`src/rtl/f1_pkg.sv`:
```
// Shared types and defaults for the F1 start-lights sequencer.
// Holds the controller state enum and default bank/random widths.
package f1_pkg;
  typedef enum logic [1:0] {
    IDLE,
    FILL,
    HOLD
  } f1_state_t;

  localparam int NLIGHTS_D = 8;
  localparam int RW_D      = 7;
endpackage

```
`src/rtl/delay_counter.sv`:
```
// Loadable RW-bit down-counter timing the all-lights-on hold.
// Ports: clk, rst, load/load_val, dec, clr -> count, last (count == 1).
module delay_counter #(
  parameter int RW = 7
) (
  input  logic          clk,
  input  logic          rst,
  input  logic          load,
  input  logic [RW-1:0] load_val,
  input  logic          dec,
  input  logic          clr,
  output logic [RW-1:0] count,
  output logic          last
);

  localparam logic [RW-1:0] ONE = RW'(1);

  always_ff @(posedge clk or posedge rst) begin
    if (rst) begin
      count <= '0;
    end else if (clr) begin
      count <= '0;
    end else if (load) begin
      count <= load_val;
    end else if (dec) begin
      count <= count - ONE;
    end
  end

  assign last = (count == ONE);

endmodule

```
`src/rtl/f1_start_ctrl.sv`:
```
// F1 start-lights sequencer: fills lights per tick, holds a random delay, pulses done.
// Ports: trigger/abort/tick/rnd in; lfsr_en, lights, delay_q, busy, done out.
module f1_start_ctrl
  import f1_pkg::*;
#(
  parameter int NLIGHTS   = NLIGHTS_D,
  parameter int RW        = RW_D,
  parameter int MIN_DELAY = 1
) (
  input  logic               clk,
  input  logic               rst,
  input  logic               trigger,
  input  logic               abort,
  input  logic               tick,
  input  logic [RW-1:0]      rnd,
  output logic               lfsr_en,
  output logic [NLIGHTS-1:0] lights,
  output logic [RW-1:0]      delay_q,
  output logic               busy,
  output logic               done
);

  localparam logic [RW-1:0] MIN_V = RW'(MIN_DELAY);

  f1_state_t state, state_n;
  logic [NLIGHTS-1:0] lights_n;
  logic [RW-1:0] delay_n;
  logic [RW-1:0] cap;
  logic [RW-1:0] cnt;
  logic done_n;
  logic c_load;
  logic c_dec;
  logic c_clr;
  logic c_last;

  assign cap = (rnd < MIN_V) ? MIN_V : rnd;

  delay_counter #(
    .RW(RW)
  ) u_cnt (
    .clk      (clk),
    .rst      (rst),
    .load     (c_load),
    .load_val (cap),
    .dec      (c_dec),
    .clr      (c_clr),
    .count    (cnt),
    .last     (c_last)
  );

  always_ff @(posedge clk or posedge rst) begin
    if (rst) begin
      state   <= IDLE;
      lights  <= '0;
      delay_q <= '0;
      done    <= 1'b0;
    end else begin
      state   <= state_n;
      lights  <= lights_n;
      delay_q <= delay_n;
      done    <= done_n;
    end
  end

  always_comb begin
    state_n  = state;
    lights_n = lights;
    delay_n  = delay_q;
    done_n   = 1'b0;
    c_load   = 1'b0;
    c_dec    = 1'b0;
    c_clr    = 1'b0;
    if (abort) begin
      state_n  = IDLE;
      lights_n = '0;
      c_clr    = 1'b1;
    end else begin
      unique case (state)
        IDLE: begin
          lights_n = '0;
          if (trigger) state_n = FILL;
        end
        FILL: begin
          if (tick) begin
            if (lights != '1) begin
              lights_n = {lights[NLIGHTS-2:0], 1'b1};
            end else begin
              delay_n = cap;
              c_load  = 1'b1;
              state_n = HOLD;
            end
          end
        end
        HOLD: begin
          if (tick) begin
            if (c_last) begin
              lights_n = '0;
              done_n   = 1'b1;
              state_n  = IDLE;
            end else begin
              // zero guard keeps the counter from wrapping
              c_dec = (cnt != '0);
            end
          end
        end
        default: begin
          state_n  = IDLE;
          lights_n = '0;
        end
      endcase
    end
  end

  // random source runs until the hold length is committed
  assign lfsr_en = (state != HOLD);
  assign busy    = (state == FILL) || (state == HOLD);

endmodule

```
`config.mk`:
```
export PLATFORM = sky130hd
export DESIGN_NAME = f1_start_ctrl
export DESIGN_NICKNAME = d
export VERILOG_FILES = /design/src/rtl/f1_pkg.sv /design/src/rtl/delay_counter.sv /design/src/rtl/f1_start_ctrl.sv
export SDC_FILE = /design/constraint.sdc
export NUM_CORES = 1
export LEC_CHECK = 0
export CAP_MARGIN = 20
export CORE_UTILIZATION = 30
export DETAILED_ROUTE_END_ITERATION = 10
export GPL_TIMING_DRIVEN = 0
export PLACE_DENSITY = 0.62
export SYNTH_ARGS = -nofsm -noshare
export SYNTH_HDL_FRONTEND = slang
export SYNTH_SLANG_ARGS = --single-unit
export TNS_END_PERCENT = 50
```
`constraint.sdc`:
```
create_clock -name clk -period 4.6 [get_ports clk]
set_input_delay 0.46 -clock clk [delete_from_list [all_inputs] [get_ports clk]]
set_output_delay 0.46 -clock clk [all_outputs]
set_load 0.02 [all_outputs]
```
==> impl_summary.md <==
Placed design
The count of buffers from port buffering is 29. The worst slack at placement is 2330 ps. The final RePlAce weighted congestion is 0.793. The detailed placer's ending HPWL is 2320 um.

Min path
The path class of the tightest hold or removal check is input pin to async pin.

Drt
The DRC violations left is 0. The number of design-rule violations left by the first detailed-router iteration is 71. The first detailed-routing pass took 5 iterations. After detailed routing, the number of vias per cell comes to 5.05. Detailed routing inserted a total of 1187 vias.

In this run the remaining antenna-violating nets after routing total 0. The total wirelength of the detailed-routed design is 3100 um. The post-detailed-route wirelength per cell is 13.2 um.

Synth
The synthesis warning total is 0. Of the synthesized area, sequential elements account for 45.7%. The distinct cell type count after synthesis is 33. Each instance of the synthesized netlist takes up on average 9.19 um^2. The synthesized design contains 25 register bits. The net count of the mapped netlist is 168. The number of instances in the synthesized netlist is 149. The post-synthesis instance area is 1370 um^2.

Timing
Clock skew on the completed layout was measured at 4.26 ps. In this run the tightest slew margin relative to its limit is 50.9%. The maximum clock frequency is 0.442 GHz. The number of setup violations in the final report is 0.

The number of failing hold endpoints at the final stage is 0. For the pin with the worst max-slew slack, the measured transition is 730 ps. The sum of negative setup slack is 0 ps. Setup repair after global routing left no endpoint under its margin.

The number of pins exceeding their max-slew limit in the final report came to 0. The final setup slack of the worst path is 2340 ps. The minimum clock period is 2260 ps.

After layout, the worst path uses 49.2% of the clock period.

Setup path
The nature of the critical path startpoint is a flip-flop. For the worst setup path, the data required time is 4760 ps. The highest net fanout along the worst path is 9. The worst setup path is of the flip-flop to flip-flop kind. STA classifies the critical path endpoint as a flip-flop. The data arrival time of the worst path is 2420 ps.

Run status
The flow ran to the end, and the final reports show no timing, DRC or antenna violations.

Clock tree
After clock tree synthesis, the flow added hold-fix buffers numbering 0. The later pin in the worst-skew pair is clocked with a latency of 270 ps. After clock tree synthesis, the clock-pin slew on the worst setup and hold paths is 90 ps. In this run the post-CTS setup repair buffer count came out at 0.

The clock tree from TritonCTS is done. The clock drives 25 sinks. The CTS buffer count is 3. In this run the number of H-tree levels came out at 1.

The maximum buffer depth of the clock tree is 2. The tree is rooted in a sky130_fd_sc_hd__clkbuf_8. The post-cts repair resize count is 0.

Layout
In the layout the commonest cells are sky130_fd_sc_hd__clkdlybuf4s50_1 (29), sky130_fd_sc_hd__dfrtp_1 (25), sky130_fd_sc_hd__nand2_1 (19), sky130_fd_sc_hd__inv_1 (14), sky130_fd_sc_hd__o21ai_0 (9). For this run, the post-layout net count is 203. The area growth from synthesis to layout is 31.3%. The most common cell after layout, fill and taps aside is sky130_fd_sc_hd__clkdlybuf4s50_1. The share of cells above drive strength 1 is 6.56%. The number of fillers in the final layout is 427. The number of antenna diodes in the final layout is 0.

Die
The boundary pin count is 30. The floorplan step defined a die boundary enclosing 4840 um^2. The initialized floorplan defines 24 standard-cell rows. For this configuration, the core starts out at a cell density of 31.2%. The height of the chip is 69.5 um.

The floorplan step defined a core boundary enclosing 4380 um^2. The die is 69.5 um wide.

Global route
The number of global-route vias before repair came to 1156. The number of antenna violations at the first check in global routing is 0. The fraction of met2 tracks used by global routing is 18.7%. In the global route stage, met3 resource usage came out at 2.03%. The pin count of the biggest net entering global routing is 26. The routing layer with the top usage in global route is met1.

The first global-routing pass estimated 5660 um of wire. The sum of overflow across all layers after global routing is 0. In the global route stage, overall resource usage came out at 14.5%. Global routing consumed, on the met1 layer, 23.6% of the routing resources.

Pwr
The power per unit of standard cell area is 280 nW/um^2. VDD sags by at most 102 uV. In this run the static leakage power is 0.000743 uW. Summing internal, switching and leakage power gives 503 uW.

Job
The max-cap violation count is 0.
[report_power, final]
| part | internal [uW] | switching [uW] | leakage [uW] | total, uW |
|---|---|---|---|---|
| combinational | 54.5 | 82.6 | 0.000403 | 137 |
| sequential | 227 | 6.35 | 0.000317 | 233 |
| clock | 62.0 | 70.7 | 0.0000228 | 133 |
| total | 343 | 160 | 0.000743 | 503 |
[area by class of cell]
| type | instances | area, um^2 | share of cell area, % |
|---|---|---|---|
| clock buffers | 4 | 45.0 | 2.51 |
| repair buffers | 30 | 318 | 17.7 |
| multi-input cells | 105 | 662 | 36.8 |
| well taps | 52 | 65.1 | 3.62 |
| flip-flops and latches | 25 | 626 | 34.8 |
| inverters | 14 | 52.6 | 2.92 |
| plain buffers | 5 | 28.8 | 1.60 |
[critical path, cell delays in order (launching register included)]
cell	delay, ps
sky130_fd_sc_hd__dfrtp_1	420
sky130_fd_sc_hd__inv_1	110
sky130_fd_sc_hd__ha_1	150
sky130_fd_sc_hd__clkbuf_1	340
sky130_fd_sc_hd__nand2_1	170
sky130_fd_sc_hd__o31ai_1	640
sky130_fd_sc_hd__a21boi_0	270
sky130_fd_sc_hd__a31oi_1	60
[per-layer routing]
layer  vias to the layer above  routed length (um)
met1                       547                1660
met5                         -                   0
met4                         0                  55
met3                         5                 143
met2                        38                1240
li1                        597                   -
[Yosys cell counts]
| master | n | area, um^2 |
|---|---|---|
| sky130_fd_sc_hd__o21ai_0 | 9 | 45.0 |
| sky130_fd_sc_hd__o21ba_1 | 1 | 10.0 |
| sky130_fd_sc_hd__dfrtp_1 | 25 | 626 |
| sky130_fd_sc_hd__xnor2_1 | 2 | 17.5 |
| sky130_fd_sc_hd__o31ai_1 | 1 | 7.51 |
| sky130_fd_sc_hd__nor2_1 | 6 | 22.5 |
| sky130_fd_sc_hd__ha_1 | 7 | 87.6 |
| sky130_fd_sc_hd__a211o_1 | 1 | 8.76 |
| sky130_fd_sc_hd__nand2_1 | 19 | 71.3 |
| sky130_fd_sc_hd__nor3_2 | 1 | 10.0 |
| sky130_fd_sc_hd__o311ai_1 | 1 | 8.76 |
| sky130_fd_sc_hd__a211oi_1 | 4 | 30.0 |
| sky130_fd_sc_hd__o41ai_2 | 1 | 16.3 |
| sky130_fd_sc_hd__nor4_2 | 2 | 25.0 |
| sky130_fd_sc_hd__a21oi_1 | 7 | 35.0 |
| sky130_fd_sc_hd__mux2i_1 | 1 | 10.0 |
| sky130_fd_sc_hd__o21a_1 | 1 | 7.51 |
| sky130_fd_sc_hd__nand3_1 | 8 | 40.0 |
| sky130_fd_sc_hd__a21boi_0 | 2 | 15.0 |
| sky130_fd_sc_hd__a21o_2 | 1 | 8.76 |
| sky130_fd_sc_hd__inv_1 | 14 | 52.6 |
| sky130_fd_sc_hd__clkbuf_1 | 2 | 7.51 |
| sky130_fd_sc_hd__nand4_1 | 2 | 12.5 |
| sky130_fd_sc_hd__mux2_1 | 1 | 11.3 |
| sky130_fd_sc_hd__or4_1 | 3 | 22.5 |
| sky130_fd_sc_hd__a31oi_1 | 5 | 31.3 |
| sky130_fd_sc_hd__nor2b_1 | 2 | 12.5 |
| sky130_fd_sc_hd__buf_6 | 1 | 11.3 |
| sky130_fd_sc_hd__o21ai_1 | 4 | 20.0 |
| sky130_fd_sc_hd__and3b_1 | 1 | 8.76 |
| sky130_fd_sc_hd__buf_2 | 2 | 10.0 |
| sky130_fd_sc_hd__nor3_1 | 7 | 35.0 |
| sky130_fd_sc_hd__or3_1 | 5 | 31.3 |
[kinds of logic after synthesis]
kind of cell | share of synthesized area (%)
AND/OR/NAND/NOR | 21.3
AO/OA/AOI/OAI | 17.8
flip-flops | 45.7
buffers and inverters | 5.94
adder cells (fa/ha/maj) | 6.40
XOR/XNOR | 1.28
multiplexers | 1.55
[flip-flops by register name, summed over array words and instances, names as in the netlist]
register / cells
done: 1
delay_q: 7
lights: 8
u_cnt.count: 7
state: 2
[path summary, 6_finish.rpt]
kind | startpoint | to | slack [ps] | cells after the start
min in group clk | delay_q[0]$_DFFE_PP0P_ | delay_q[0]$_DFFE_PP0P_ | 530 | 2
hold reg to reg | delay_q[0]$_DFFE_PP0P_ | delay_q[0]$_DFFE_PP0P_ | 530 | 2
hold / removal | rst | delay_q[0]$_DFFE_PP0P_ | 360 | 2
setup reg to reg | state[1]$_DFFE_PP0P_ | u_cnt.count[5]$_DFFE_PP0P_ | 2340 | 7
setup / recovery | state[1]$_DFFE_PP0P_ | u_cnt.count[5]$_DFFE_PP0P_ | 2340 | 7
max in group asynchronous | rst | u_cnt.count[4]$_DFFE_PP0P_ | 3890 | 3
[stage by stage]
stage | area (um^2) | utilization [%] | hold slack (ps) | instances
finish | 1800 | 41.0 | 365 | 235
global route | 1800 | 41.0 | 379 | 235
CTS | 1770 | 40.4 | 539 | 234
detailed placement | 1720 | 39.3 | 496 | 230
global placement | 1720 | 39.3 | 506 | 230
floorplan | 1370 | - | 487 | 149
Note: power is estimated with default switching activity, not from simulation.
